[config.mk]
export PLATFORM = sky130hd
export DESIGN_NAME = seg_time_disp
export DESIGN_NICKNAME = d
export VERILOG_FILES = /design/src/rtl/seg_time_disp_pkg.sv /design/src/rtl/seg_time_disp_bin2bcd.sv /design/src/rtl/seg_time_disp.sv
export SDC_FILE = /design/constraint.sdc
export NUM_CORES = 1
export LEC_CHECK = 0
export CAP_MARGIN = 30
export CORE_UTILIZATION = 31
export CTS_CLUSTER_DIAMETER = 80
export DETAILED_ROUTE_END_ITERATION = 8
export RECOVER_POWER = 25
export SYNTH_ARGS = -nofsm -noshare
export SYNTH_HDL_FRONTEND = slang
export SYNTH_SLANG_ARGS = --single-unit
export TNS_END_PERCENT = 5
[constraint.sdc]
create_clock -name clk -period 3.9 [get_ports clk]
set_input_delay 0.585 -clock clk [delete_from_list [all_inputs] [get_ports clk]]
set_output_delay 0.585 -clock clk [all_outputs]
set_load 0.03 [all_outputs]
[src/rtl/seg_time_disp_pkg.sv]
// Shared constants, types and the 7-segment code table for the HH MM SS display.
// Segment codes are active-low, bit 7 is the decimal point (off = 1).
package seg_pkg;

  localparam int          NUM_DIGITS = 6;
  localparam logic [7:0]  SEG_BLANK  = 8'hFF;
  localparam logic [5:0]  SEL_OFF    = 6'h3F;

  typedef logic [2:0] idx_t;

  localparam idx_t LAST_IDX = idx_t'(NUM_DIGITS - 1);

  function automatic logic [7:0] seg_code(input logic [3:0] bcd);
    logic [7:0] code;
    case (bcd)
      4'd0:    code = 8'hC0;
      4'd1:    code = 8'hF9;
      4'd2:    code = 8'hA4;
      4'd3:    code = 8'hB0;
      4'd4:    code = 8'h99;
      4'd5:    code = 8'h92;
      4'd6:    code = 8'h82;
      4'd7:    code = 8'hF8;
      4'd8:    code = 8'h80;
      4'd9:    code = 8'h90;
      default: code = SEG_BLANK;
    endcase
    return code;
  endfunction

endpackage

[src/rtl/seg_time_disp_bin2bcd.sv]
// Combinational binary-to-BCD split of a 6-bit value (0..63) into tens and ones digits.
module bin2bcd_6b (
  input  logic [5:0] bin_i,
  output logic [3:0] tens_o,
  output logic [3:0] ones_o
);

  logic [5:0] tens_full;
  logic [5:0] ones_full;

  assign tens_full = bin_i / 6'd10;
  assign ones_full = bin_i % 6'd10;
  assign tens_o    = tens_full[3:0];
  assign ones_o    = ones_full[3:0];

endmodule

[src/rtl/seg_time_disp.sv]
// Multiplexed 6-digit HH MM SS driver with a per-frame input snapshot; outputs registered.
// Optional blinking separator dots on idx1/idx3 when DP_BLINK_EN is defined.
module seg_time_disp
  import seg_pkg::*;
#(
  parameter int DIGIT_CYCLES = 50_000,
  parameter int BLINK_CYCLES = 25_000_000
) (
  input  logic       clk,
  input  logic       rst,
  input  logic [5:0] hour,
  input  logic [5:0] minute,
  input  logic [5:0] second,
  output logic [7:0] seg,
  output logic [5:0] sel,
  output logic       frame
);

  localparam int SCAN_W = (DIGIT_CYCLES > 1) ? $clog2(DIGIT_CYCLES) : 1;
  localparam logic [SCAN_W-1:0] SCAN_LAST = SCAN_W'(DIGIT_CYCLES - 1);

  logic [SCAN_W-1:0] scan_cnt_q, scan_cnt_d;
  idx_t              idx_q, idx_d;
  logic [5:0]        snap_h_q, snap_h_d;
  logic [5:0]        snap_m_q, snap_m_d;
  logic [5:0]        snap_s_q, snap_s_d;
  logic [7:0]        seg_q, seg_d;
  logic [5:0]        sel_q, sel_d;
  logic              frame_q, frame_d;

  logic              scan_last;
  logic              frame_load;
  logic [5:0]        field;
  logic [3:0]        bcd_tens;
  logic [3:0]        bcd_ones;
  logic [3:0]        digit;
  logic [7:0]        code;
  logic              dp_bit;

  bin2bcd_6b u_bin2bcd (
    .bin_i  (field),
    .tens_o (bcd_tens),
    .ones_o (bcd_ones)
  );

`ifdef DP_BLINK_EN
  localparam int BLINK_W = (BLINK_CYCLES > 1) ? $clog2(BLINK_CYCLES) : 1;
  localparam logic [BLINK_W-1:0] BLINK_LAST = BLINK_W'(BLINK_CYCLES - 1);

  logic [BLINK_W-1:0] blink_cnt_q;
  logic               dp_on_q;

  always_ff @(posedge clk) begin
    if (rst) begin
      blink_cnt_q <= '0;
      dp_on_q     <= 1'b0;
    end else if (blink_cnt_q == BLINK_LAST) begin
      blink_cnt_q <= '0;
      dp_on_q     <= ~dp_on_q;
    end else begin
      blink_cnt_q <= blink_cnt_q + BLINK_W'(1);
    end
  end

  // Separator dots sit after the hour and minute ones digits.
  assign dp_bit = (idx_q == idx_t'(1) || idx_q == idx_t'(3)) ? ~dp_on_q : 1'b1;
`else
  assign dp_bit = 1'b1;
`endif

  always_comb begin
    scan_last  = (scan_cnt_q == SCAN_LAST);
    frame_load = scan_last && (idx_q == LAST_IDX);

    scan_cnt_d = scan_last ? '0 : scan_cnt_q + SCAN_W'(1);
    idx_d      = idx_q;
    if (scan_last) begin
      idx_d = (idx_q == LAST_IDX) ? '0 : idx_q + idx_t'(1);
    end

    snap_h_d = frame_load ? hour   : snap_h_q;
    snap_m_d = frame_load ? minute : snap_m_q;
    snap_s_d = frame_load ? second : snap_s_q;

    case (idx_q)
      idx_t'(0), idx_t'(1): field = snap_h_q;
      idx_t'(2), idx_t'(3): field = snap_m_q;
      default:              field = snap_s_q;
    endcase

    digit = idx_q[0] ? bcd_ones : bcd_tens;
    code  = seg_code(digit);

    // First cycle of every digit is blanked so the previous digit does not ghost.
    sel_d   = (scan_cnt_q == '0) ? SEL_OFF : ~(6'b1 << idx_q);
    seg_d   = {dp_bit, code[6:0]};
    frame_d = frame_load;
  end

  always_ff @(posedge clk) begin
    if (rst) begin
      scan_cnt_q <= '0;
      idx_q      <= '0;
      snap_h_q   <= '0;
      snap_m_q   <= '0;
      snap_s_q   <= '0;
      sel_q      <= SEL_OFF;
      seg_q      <= SEG_BLANK;
      frame_q    <= 1'b0;
    end else begin
      scan_cnt_q <= scan_cnt_d;
      idx_q      <= idx_d;
      snap_h_q   <= snap_h_d;
      snap_m_q   <= snap_m_d;
      snap_s_q   <= snap_s_d;
      sel_q      <= sel_d;
      seg_q      <= seg_d;
      frame_q    <= frame_d;
    end
  end

  assign seg   = seg_q;
  assign sel   = sel_q;
  assign frame = frame_q;

endmodule

# Yosys cells after proc, flatten, opt, wreduce, memory -nomap -nowiden
# Memory sizes are Yosys's and may differ from the RTL's. A register that Yosys moved wholly into a read port is not among the register bits.
# Index checks and enable logic that the tools add are counted.
word_totals:
  memories: 1
  inputBits: 20
  mem_bits_ro: 112
  elab_cells: 30
  ramBits: 0
  register_bits: 45
  output_inout_bits: 15
  latch_bits: 0
memory_table:
  columns: ["name", "words", "width", "rd", "rd_ports_with_merged_regs", "wr", "line", "text"]
  rows:
  - ["(name not given)", 16, 7, 1, 1, 0, "seg_time_disp_pkg.sv:15", "case (bcd)"]
op_classes:
  n_div: 2
  n_lt_le_gt_ge: 0
  reduce_logical: 7
  n_mul: 0
  n_addsub: 2
  n_eq_ne: 5
  n_shift: 1
  mux: 3
  bitwise: 1
op_table:
  columns: ["cell", "count"]
  rows:
  - ["16-bit by 1-bit adder with 16-bit output (second input constant)", 1]
  - ["16-bit == test (second input constant)", 1]
  - ["16-bit logical NOT", 1]
  - ["6-bit case mux with 2 select lines", 1]
  - ["2-bit OR reduction", 4]
  - ["6-bit by 4-bit divider with 6-bit output (second input constant)", 1]
  - ["3-bit by 2-bit == test with 1-bit output (second input constant)", 2]
  - ["6-bit by 4-bit modulo with 6-bit output (second input constant)", 1]
  - ["6-bit NOT", 1]
  - ["1-bit by 3-bit left shift with 6-bit output (first input constant)", 1]
  - ["4-bit 2-to-1 mux", 1]
  - ["3-bit by 1-bit adder with 3-bit output (second input constant)", 1]
  - ["3-bit by 1-bit == test with 1-bit output (second input constant)", 1]
  - ["3-bit == test (second input constant)", 1]
  - ["3-bit logical NOT", 1]
  - ["3-bit 2-to-1 mux", 1]
  - ["1-bit logical AND", 1]

# Longest topological paths before layout
# Gate-level depths: netlist (run 1).
depth:
  word_depth: 5
  mapped_depth: 19
  mapped_depth_nobuf: 15

# By module
# A second synthesis (run 1) with hierarchy kept.
unflattened:
  hier_cells: 331
  area_unflattened_um2: 2800.2
by_module_without_submodules:
  columns: ["mod", "instances", "seq_area_each_um2", "cells_per_inst", "area_each_um2"]
  rows:
  - ["seg_time_disp", 1, 1021.0, 278, 2453.6]
  - ["bin2bcd_6b", 1, 0.0, 53, 346.6]

# Worst setup path after synthesis (run 1)
# No wires, ideal clock.
synth_path:
  path_kind: "reg-to-reg"
  from: "reg idx_q[0]"
  to: "reg seg_q[3], in the netlist seg[3]"
  setup_ns: 0.114
  path_stages_with_launch: 20
  arrival_ns: 3.767
  period_less_slack_ns: 3.881
  required_time_ns: 3.786
  setup_slack_ns: 0.019
  cell_sequence: "dfxtp_1 buf_4 clkbuf_1 and2_1 ha_1 a31o_1 buf_6 a221o_2 nor2_1 nand2_1 a21oi_1 a31oi_1 ha_1 nor2_1 a22oi_1 a41o_1 buf_6 nor2_1 a211o_1 a21o_1"
synth_between:
  elab_chain_len: 5
  word_cells_on_any_way: 10
  cone_classes: "2 x div; 3 x eq/ne; 2 x mux; 3 x reduce/logical"
synth_rtl:
  columns: ["item", "line", "text"]
  rows:
  - ["from (decl)", "seg_time_disp.sv:23", "idx_t idx_q, idx_d;"]
  - ["from (signal assigned)", "seg_time_disp.sv:112", "idx_q <= idx_d;"]
  - ["3-bit by 2-bit == test with 1-bit output, or another cell as far along", "seg_time_disp.sv:85", "case (idx_q)"]
  - ["2-bit OR reduction", "seg_time_disp.sv:85", null]
  - ["6-bit case mux with 2 select lines", "seg_time_disp.sv:85", null]
  - ["6-bit by 4-bit divider with 6-bit output or 6-bit by 4-bit modulo with 6-bit output (tied branches)", "seg_time_disp_bin2bcd.sv:11, seg_time_disp_bin2bcd.sv:12", null]
  - ["4-bit 2-to-1 mux *", "seg_time_disp.sv:91", "digit = idx_q[0] ? bcd_ones : bcd_tens;"]
  - ["to (decl)", "seg_time_disp.sv:27", "logic [7:0] seg_q, seg_d;"]
# Mark *: on every way between the ends. The rest lies on a longest branch, timed or not.
# A chain may end at the register's enable or synchronous reset.

# Worst setup path in the final report (run 1)
layout_path:
  from: "reg idx_q[1]"
  to: "reg seg_q[3], in the netlist seg[3]"
layout_between:
  elab_chain_len: 5
  word_cells_on_any_way: 10
  cone_classes: "2 x div; 3 x eq/ne; 2 x mux; 3 x reduce/logical"
layout_rtl:
  columns: ["item", "line"]
  rows:
  - ["3-bit by 2-bit == test with 1-bit output, or another cell as far along", "seg_time_disp.sv:85"]
  - ["2-bit OR reduction", "seg_time_disp.sv:85"]
  - ["6-bit case mux with 2 select lines *", "seg_time_disp.sv:85"]
  - ["6-bit by 4-bit divider with 6-bit output or 6-bit by 4-bit modulo with 6-bit output (tied branches)", "seg_time_disp_bin2bcd.sv:11, seg_time_disp_bin2bcd.sv:12"]
  - ["4-bit 2-to-1 mux *", "seg_time_disp.sv:91"]
# Marks and branches as above.

==> results.sh, run 1 <==
export IMPL_status="completed"
export IMPL_fp_dieW_um=94.87
export IMPL_synth_most_common_cell="nand2_1"
export IMPL_fin_ws_ns=0.2585
export IMPL_synth_edf_count=0
export IMPL_synth_common_cells="60 x nand2_1, 51 x dfxtp_1, 33 x nor2_1, 27 x a21oi_1"
export IMPL_antenna_left=0
export IMPL_yosysSeqAreaShare_pct=38.18
export IMPL_final_area_um2=3274
export IMPL_grt_max_degree=23
export IMPL_tightestPinTransition_ns=0.8011
export IMPL_slew_headroom_pct=46.41
export IMPL_yosys_most_used_dff="dfxtp_1"
export IMPL_setup_violations=0
export IMPL_cts_hold_fix_buffers=0
export IMPL_p_per_area_nw_per_um2=278.0
export IMPL_grt_ovfl_total=0
export IMPL_die_area_um2=9000
export IMPL_area_growth_pct=22.46
export IMPL_yosys_area_top_type_share_pct=38.18
export IMPL_place_congestion=0.8890
export IMPL_fin_worst_skew_ns=0.01383
export IMPL_yosys_cell_types_count=56
export IMPL_fin_crit_sh_pct=93.37
export IMPL_critical_path_class="reg -> reg"
export IMPL_syn_area_per_cell_um2=8.227
export IMPL_wl_per_cell_um=12.71
export IMPL_ys_seq_elements=51
export IMPL_synthCells=325
export IMPL_async_flop_share_pct=0
export IMPL_cp_data_arrival_time_ns=3.85
export IMPL_clk_pin_slew_ns=0.10
export IMPL_cts_tree="yes"
export IMPL_grt_pass1_vias=2150
export IMPL_nets=391
export IMPL_insertion_delay_ns=0.31
export IMPL_core_um2=8299
export IMPL_finalSetupTns_ns=0
export IMPL_critPathCaptureType="register"
export IMPL_cts_buffers=5
export IMPL_post_route_util_pct=39.45
export IMPL_yosys_area_top_type="dfxtp_1"
export IMPL_portBuffers=33
export IMPL_grt_usage_pct=13.99
export IMPL_place_area_um2=3134
export IMPL_clock_sinks=51
export IMPL_firstDrtPassIters=4
export IMPL_cp_data_required_time_ns=4.11
export IMPL_grt_pass1_wl_um=10020
export IMPL_slew_viol_final=0
export IMPL_yosysWarnings=0
export IMPL_drive_above_1_share_pct=11.29
export IMPL_drcViolationCount=0
export IMPL_cts_root_buf="clkbuf_8"
export IMPL_critPathMaxFanout=9
export IMPL_max_vdd_ir_drop_uv=152.4
export IMPL_vias=2371
export IMPL_start_util_pct=32.22
export IMPL_io_pins=35
export IMPL_maxCapViolCount=0
export IMPL_rows=33
export IMPL_cts_max_level=2
export IMPL_diodes=0
export IMPL_hold_viol_final=0
export IMPL_hp_class="reg -> reg"
export IMPL_start_kind="register"
export IMPL_synthTopCellsByArea="dfxtp_1 38%, nand2_1 8.4%, a21oi_1 5.1%, nor2_1 4.6%, ha_1 4.2%"
export IMPL_dp_slack_ns=0.1472
export IMPL_via_per_inst=5.066
export IMPL_clk_path_buf_depth=2
export IMPL_place_hpwl_um=4503
export IMPL_initialDrtViolationCount=90
export IMPL_synth_nets=354
export IMPL_antenna_found_initial=0
export IMPL_fp_dieH_um=94.87
export IMPL_p_leak_nw=1.195
export IMPL_fmax_mhz=274.6
export IMPL_synth_area_um2=2674
export IMPL_min_period_ns=3.642
export IMPL_routed_wl_um=5946
[power by group]
group,total [W],internal [W],switching [W]
sequential,0.000532,0.000528,0.00000438
combinational,0.0000602,0.0000308,0.0000293
clock,0.000318,0.000132,0.000186
[worst paths after layout]
check | startpoint | to | slack (ns) | cells past startpoint
worst min register to register | snap_s_q[1] | snap_s_q[1] | 0.46 | 2
worst min-delay path | snap_s_q[1] | snap_s_q[1] | 0.46 | 2
worst max-delay path | idx_q[1] | seg[3] | 0.26 | 15
worst max register to register | idx_q[1] | seg[3] | 0.26 | 15
[cells by family after synthesis]
family / share of synthesized area [%]
xor gates and xnor gates: 5.522
DFF: 38.18
other: 0.1402
buffers and inverters: 4.632
AOI/OAI and AO/OA: 21.81
and+or+nand+nor: 25.13
adders and majority gates: 4.212
muxes: 0.3744
[cell usage in the layout, fill, tap and decap left out, types with 3 or more instances in the layout]
master,count
a221oi_2,4
a21o_1,6
buf_4,15
or3_1,3
a211o_1,3
clkbuf_8,5
a211oi_1,3
a21oi_1,27
nor2_1,33
nand2_1,60
a2bb2oi_1,3
xor2_1,8
nor4b_1,3
clkdlybuf4s50_1,19
dlygate4sd3_1,14
xnor2_1,7
o21ai_0,6
nand3_1,13
ha_1,9
a221o_1,3
and2_1,7
inv_1,6
nor3_1,5
nand4_1,4
dfxtp_1,51
and3_1,4
[critical path: stages, from the launching register on]
cell     delay [ns]
dfxtp_1        0.37
and2_1         0.18
ha_1           0.19
a31o_2         0.31
a221o_1        0.45
nor2_1         0.16
nand2_1        0.09
a21oi_1        0.17
a31oi_1        0.07
ha_1           0.36
nor2_1         0.11
a22oi_1        0.12
a41o_1         0.32
buf_4          0.18
a211o_1        0.29
a21o_1         0.17
[registers in the layout, indices dropped and copies added (netlist names)]
register,count
scan_cnt_q,16
seg,7
sel,6
snap_h_q,6
snap_m_q,6
snap_s_q,6
idx_q,3
frame,1
[stage by stage]
stage | instances | hold WS [ns] | total power, W
after floorplan | 325 | 0.4270 | 0.0005742
after global placement | 457 | 0.4352 | 0.0006066
after detailed placement | 457 | 0.4456 | 0.0006072
after CTS | 465 | 0.4595 | 0.0009276
after global routing | 468 | 0.4749 | 0.0009510
final | 468 | 0.4554 | 0.0009103
[cell type report]
class,count,area (um2)
clock inverters,3,27.53
flip-flops and latches,51,1021
clock buffers,5,68.82
inverters,8,32.53
repair buffers,48,442.9
well taps,105,131.4
multi-input cells,248,1550
fillers,848,5025
[layer usage]
metal	share of wire (%)	GRT usage, %	routed length, um
met2	47	23.02	2806
met4	0.61	2.778	36
met5	0	0	0
met3	4.1	2.496	245
met1	48	19.07	2858
[what timing repair did]
action / 4_1_cts / 5_1_grt
setup buffers: 0 / 3
endpoints found under the setup margin: 0 / 5
resized for setup: 0 / 5
endpoints found under the hold margin: 0 / 0
Note: power is estimated with default switching activity, not from simulation.
==> inputs of run 2 (changes only) <==
--- a/config.mk
+++ b/config.mk
@@ -7,9 +7,12 @@
 export LEC_CHECK = 0
 export CAP_MARGIN = 30
 export CORE_UTILIZATION = 31
+export CTS_BUF_LIST = sky130_fd_sc_hd__clkbuf_4
 export CTS_CLUSTER_DIAMETER = 80
 export DETAILED_ROUTE_END_ITERATION = 8
 export RECOVER_POWER = 25
+export REMOVE_ABC_BUFFERS = 1
+export SETUP_SLACK_MARGIN = 0.3
 export SYNTH_ARGS = -nofsm -noshare
 export SYNTH_HDL_FRONTEND = slang
 export SYNTH_SLANG_ARGS = --single-unit
==> run 2 against run 1 <==
- register-to-register slack gained 0.17 ns
- final area rose by 3.8%
- power shrank 7.3%
- sequential cell count is the same
- worst hold slack gained 0.0027 ns
- highest routed layer unchanged
==> results.sh, run 2 (synthesized netlist as in run 1, its figures left out) <==
export IMPL_hp_class="reg -> reg"
export IMPL_p_per_area_nw_per_um2=248.4
export IMPL_firstDrtPassIters=4
export IMPL_max_vdd_ir_drop_uv=94.15
export IMPL_clock_sinks=51
export IMPL_cp_data_arrival_time_ns=3.76
export IMPL_cts_tree="yes"
export IMPL_drive_above_1_share_pct=17.25
export IMPL_place_hpwl_um=4342
export IMPL_fin_crit_sh_pct=89.11
export IMPL_critPathMaxFanout=7
export IMPL_place_congestion=0.8769
export IMPL_fp_dieW_um=94.87
export IMPL_critPathCaptureType="register"
export IMPL_start_util_pct=32.22
export IMPL_power_w=0.0008443
export IMPL_diodes=0
export IMPL_critical_path_class="reg -> reg"
export IMPL_min_from="snap_h_q[2]"
export IMPL_core_um2=8299
export IMPL_tightestPinTransition_ns=0.8105
export IMPL_largest_register_ffs=16
export IMPL_top_register="scan_cnt_q"
export IMPL_place_area_um2=3142
export IMPL_cts_buffers=5
export IMPL_dp_slack_ns=0.2866
export IMPL_slew_headroom_pct=45.81
export IMPL_fp_dieH_um=94.87
export IMPL_antenna_found_initial=0
export IMPL_wl_per_cell_um=13.00
export IMPL_area_growth_pct=27.14
export IMPL_grt_pass1_wl_um=9949
export IMPL_p_leak_nw=1.239
export IMPL_vias=2406
export IMPL_setup_violations=0
export IMPL_clk_path_buf_depth=2
export IMPL_grt_usage_pct=13.80
export IMPL_cts_hold_fix_buffers=0
export IMPL_grt_setup_unrepaired="true"
export IMPL_fin_ws_ns=0.4249
export IMPL_status="completed"
export IMPL_drcViolationCount=0
export IMPL_r2r_start="idx_q[1]"
export IMPL_reg2reg_depth=14
export IMPL_rrSetupSlack_ns=0.42
export IMPL_cts_root_buf="clkbuf_4"
export IMPL_hold_depth=2
export IMPL_min_period_ns=3.475
export IMPL_antenna_left=0
export IMPL_grt_ovfl_total=0
export IMPL_rows=33
export IMPL_worstHoldEndpoint="snap_h_q[2]"
export IMPL_routed_wl_um=6188
export IMPL_initialDrtViolationCount=186
export IMPL_fin_worst_skew_ns=0.01072
export IMPL_io_pins=35
export IMPL_maxCapViolCount=0
export IMPL_multiInputGateArea_um2=1650
export IMPL_cp_data_required_time_ns=4.19
export IMPL_layout_common_cells="58 x nand2_1, 49 x dfxtp_1, 30 x nor2_1"
export IMPL_finalSetupTns_ns=0
export IMPL_cts_max_level=2
export IMPL_clk_pin_slew_ns=0.16
export IMPL_fillCellCount=843
export IMPL_nets=399
export IMPL_register_area_um2=1026
export IMPL_insertion_delay_ns=0.38
export IMPL_grt_max_degree=22
export IMPL_via_per_inst=5.055
export IMPL_worstReg2RegEnd="seg[6]"
export IMPL_slew_viol_final=0
export IMPL_hold_viol_final=0
export IMPL_start_kind="register"
export IMPL_portBuffers=33
export IMPL_final_area_um2=3400
export IMPL_die_area_um2=9000
export IMPL_fmax_mhz=287.8
export IMPL_grt_pass1_vias=2121
export IMPL_final_common_cell="nand2_1"
==> run 2: changes by cell type in the layout (fill, tap and decap cells not counted), sizes merged <==
cell / before / now
a31o: 1 / 2
buf: 15 / 22
clkdlybuf4s50: 19 / 20
clkinv: 1 / 2
dlygate4sd3: 14 / 13
clkinvlp: 1 / 0
==> run 2: critical path, cell delays in order (launching register included) <==
cell and delay, ns:
dfxtp_4 0.40, and2_1 0.16, ha_1 0.22, a31o_4 0.26, a221oi_4 0.49, nor2_2 0.10, nand2_2 0.10, a21oi_2 0.06
a31oi_2 0.23, ha_4 0.25, nor2_2 0.11, a22oi_2 0.10, a41o_2 0.35, a221o_1 0.36, a21o_1 0.18
==> run 2: worst max path at each step <==
| stage | from | to | slack [ns] | cells after the start |
|---|---|---|---|---|
| after floorplan | idx_q[0] | seg[3] | 0.07 | 15 |
| after global placement | idx_q[1] | seg[0] | 0.35 | 15 |
| after detailed placement | idx_q[1] | seg[3] | 0.29 | 15 |
| after CTS | idx_q[1] | seg[0] | 0.30 | 14 |
| after global routing | idx_q[1] | seg[0] | 0.23 | 14 |
| final | idx_q[1] | seg[6] | 0.42 | 14 |
==> run 2: metal layers <==
layer | global-route usage (%) | share of wire, %
met5 | 0 | 0
met4 | 3.914 | 1.5
met3 | 2.093 | 3.8
met2 | 21.04 | 44
met1 | 19.95 | 50
==> run 2: area by class of cell <==
type / instances / share of cell area (%)
Tap cell: 105 / 3.865
Clock buffer: 5 / 1.104
Timing Repair Buffer: 55 / 14.69
Multi-Input combinational cell: 249 / 48.55
Inverter: 8 / 0.9569
Sequential cell: 51 / 30.18
Clock inverter: 3 / 0.6625
==> run 2: stage by stage <==
stage,hold WS (ns),std cells,utilization (%)
floorplan,0.4210,307,-
global placement,0.4381,458,37.86
detailed placement,0.4447,458,37.86
CTS,0.4625,466,38.64
global route,0.4762,476,40.96
finish,0.4581,476,40.96
==> run 2: what timing repair did <==
| item | 4_1_cts | 5_1_grt |
|---|---|---|
| endpoints found under the setup margin | 5 | 7 |
| setup buffers | 0 | 9 |
| pin swaps | 0 | 8 |
| resized for setup | 2 | 25 |
| gates cloned | 0 | 1 |
==> run 2: power breakdown <==
group / internal [W] / switching (W)
registers: 0.000528 / 0.00000378
clock network: 0.0000732 / 0.000179
logic: 0.0000308 / 0.0000296
==> inputs of run 3 (changes only) <==
--- a/config.mk
+++ b/config.mk
@@ -5,15 +5,17 @@
 export SDC_FILE = /design/constraint.sdc
 export NUM_CORES = 1
 export LEC_CHECK = 0
+export ABC_AREA = 1
 export CAP_MARGIN = 30
 export CORE_UTILIZATION = 31
 export CTS_BUF_LIST = sky130_fd_sc_hd__clkbuf_4
 export CTS_CLUSTER_DIAMETER = 80
 export DETAILED_ROUTE_END_ITERATION = 8
+export PLACE_DENSITY = 0.52
 export RECOVER_POWER = 25
 export REMOVE_ABC_BUFFERS = 1
 export SETUP_SLACK_MARGIN = 0.3
 export SYNTH_ARGS = -nofsm -noshare
 export SYNTH_HDL_FRONTEND = slang
 export SYNTH_SLANG_ARGS = --single-unit
-export TNS_END_PERCENT = 5
+export TNS_END_PERCENT = 100
==> run 3 against run 2 <==
- largest power group unchanged
- synthesized cell count grew 9.8%
- die area shrank 3.3%
- first-iteration DRC count shrank 53%
- critical path type unchanged
- clock-buffer cell count is the same
- wire length shrank 13%
==> results.sh, run 3 <==
export IMPL_status="completed"
export IMPL_ys_seq_elements=51
export IMPL_cts_root_buf="clkbuf_4"
export IMPL_layout_common_cells="62 x inv_1, 59 x nand2_1, 51 x dfxtp_1"
export IMPL_critPathMaxFanout=12
export IMPL_cp_data_arrival_time_ns=3.52
export IMPL_rows=32
export IMPL_portBuffers=33
export IMPL_fp_dieW_um=93.30
export IMPL_vias=2222
export IMPL_area_growth_pct=18.50
export IMPL_fp_dieH_um=93.30
export IMPL_drive_above_1_share_pct=9.744
export IMPL_cts_tree="yes"
export IMPL_routed_wl_um=5362
export IMPL_critPathCaptureType="register"
export IMPL_io_pins=35
export IMPL_clock_sinks=51
export IMPL_synth_common_cells="61 x inv_1, 59 x nand2_1, 51 x dfxtp_1, 27 x a21oi_1, 25 x o21ai_0"
export IMPL_max_vdd_ir_drop_uv=123.4
export IMPL_synth_edf_count=0
export IMPL_clk_pin_slew_ns=0.15
export IMPL_place_congestion=0.7798
export IMPL_die_area_um2=8704
export IMPL_grt_setup_unrepaired="false"
export IMPL_cts_buffers=5
export IMPL_synth_most_common_cell="inv_1"
export IMPL_cts_resized=0
export IMPL_cts_max_level=2
export IMPL_yosys_area_top_type="dfxtp_1"
export IMPL_hp_class="reg -> reg"
export IMPL_yosysSeqAreaShare_pct=39.52
export IMPL_critical_path_class="reg -> reg"
export IMPL_grt_max_degree=34
export IMPL_antenna_found_initial=0
export IMPL_firstDrtPassIters=4
export IMPL_largest_register_ffs=16
export IMPL_hold_viol_final=0
export IMPL_fillCellCount=838
export IMPL_synthTopCellsByArea="dfxtp_1 40%, inv_1 8.9%, nand2_1 8.6%, a21oi_1 5.2%, o21ai_0 4.8%"
export IMPL_fmax_mhz=306.9
export IMPL_yosysWarnings=0
export IMPL_start_kind="register"
export IMPL_core_um2=7888
export IMPL_top_register="scan_cnt_q"
export IMPL_async_flop_share_pct=0
export IMPL_grt_pass1_wl_um=9328
export IMPL_tightestPinTransition_ns=0.8141
export IMPL_yosys_cell_types_count=31
export IMPL_p_leak_nw=1.244
export IMPL_min_period_ns=3.259
export IMPL_synthCells=357
export IMPL_grt_usage_pct=13.43
export IMPL_fin_worst_skew_ns=0.01271
export IMPL_clk_path_buf_depth=2
export IMPL_numPlacedInstances=485
export IMPL_diodes=0
export IMPL_insertion_delay_ns=0.36
export IMPL_via_per_inst=4.516
export IMPL_rrSetupSlack_ns=0.64
export IMPL_fin_crit_sh_pct=83.55
export IMPL_p_per_area_nw_per_um2=268.7
export IMPL_start_util_pct=32.76
export IMPL_initialDrtViolationCount=87
export IMPL_syn_area_per_cell_um2=7.237
export IMPL_yosys_most_used_dff="dfxtp_1"
export IMPL_place_hpwl_um=3989
export IMPL_yosys_area_top_type_share_pct=39.52
export IMPL_cts_hold_fix_buffers=0
export IMPL_slew_headroom_pct=45.15
export IMPL_setup_violations=0
export IMPL_nets=419
export IMPL_synth_area_um2=2584
export IMPL_maxCapViolCount=0
export IMPL_finalSetupTns_ns=0
export IMPL_grt_pass1_vias=2127
export IMPL_cts_setup_buffers=0
export IMPL_final_cells=492
export IMPL_antenna_left=0
export IMPL_cp_data_required_time_ns=4.17
export IMPL_grt_ovfl_total=0
export IMPL_wl_per_cell_um=10.90
export IMPL_drcViolationCount=0
export IMPL_final_common_cell="inv_1"
export IMPL_slew_viol_final=0
run 3: cell types whose count changed after synthesis, sizes merged, moves of 6 or more:
| cell | delta |
|---|---|
| xnor2 | -8 |
| nor2 | -9 |
| clkbuf | -6 |
| inv | +59 |
| o21ai | +20 |
| a221oi | -7 |
| and2 | -7 |
| nor3b | +6 |
| nand3 | +20 |
| nand2 | +11 |
| xor2 | -8 |
run 3: critical path, cell delays in order, from the launching register on:
cell	delay, ns
dfxtp_1	0.62
inv_1	0.22
nand3_1	0.15
nand2_2	0.10
nor2_4	0.22
nand2_1	0.09
nand2_2	0.13
nand3_1	0.10
a21o_1	0.22
nand2_1	0.07
nand2_2	0.08
nand2_4	0.09
nand2_4	0.06
o21ai_1	0.30
inv_1	0.11
ha_1	0.28
nand3_1	0.10
nand3_1	0.15
nand3_2	0.06
run 3: path summary, 6_finish.rpt:
check,start,endpoint,cells past startpoint
setup / recovery,idx_q[0],seg[3],18
hold / removal,idx_q[2],sel[4],1
setup reg to reg,idx_q[0],seg[3],18
hold reg to reg,idx_q[2],sel[4],1
run 3: layout make-up:
| type | count | area (um2) | area share [%] |
|---|---|---|---|
| Multi-Input combinational cell | 229 | 1266 | 41.36 |
| Tap cell | 102 | 127.6 | 4.168 |
| Inverter | 68 | 255.2 | 8.337 |
| Clock buffer | 5 | 37.54 | 1.226 |
| Timing Repair Buffer | 35 | 345.3 | 11.28 |
| Clock inverter | 2 | 8.758 | 0.2861 |
| Sequential cell | 51 | 1021 | 33.35 |
run 3: report_power, final:
group          internal [W]  switching [W]  total [W]
clock             0.0000644       0.000164   0.000228
combinational     0.0000319      0.0000313  0.0000632
sequential         0.000528     0.00000309   0.000531
run 3: cells by family (layout without fill, tap and decap cells):
group                    Yosys count  in the layout  share of synthesized area [%]
AO/OA/AOI/OAI                     62             62                          12.78
AND/OR/NAND/NOR                  157            157                          31.72
flip-flops                        51             51                          39.52
other                              1              1                         0.1451
buffers and inverters             77            110                          11.48
adder cells (fa/ha/maj)            9              9                          4.358
run 3: per-layer routing:
layer | routed length, um | global-route usage [%] | up-vias | share of wire, %
met5 | 0 | 0 | - | 0
met4 | 64 | 4.872 | 0 | 1.2
met3 | 148 | 2.927 | 7 | 2.8
met2 | 2505 | 23.22 | 25 | 47
met1 | 2642 | 16.29 | 984 | 49
li1 | - | - | 1206 | -
run 3: through the flow:
step	utilization, %	power [W]	hold WS, ns	setup slack, ns	cell area [um2]
final	38.82	0.0008225	0.4398	0.6414	3062
after global routing	38.82	0.0008666	0.4782	0.2591	3062
after CTS	38.82	0.0008396	0.4573	0.7233	3062
after detailed placement	38.23	0.0006079	0.4200	0.7393	3015
after global placement	38.23	0.0006073	0.4209	0.8685	3015
after floorplan	-	0.0005722	0.3934	1.066	2542
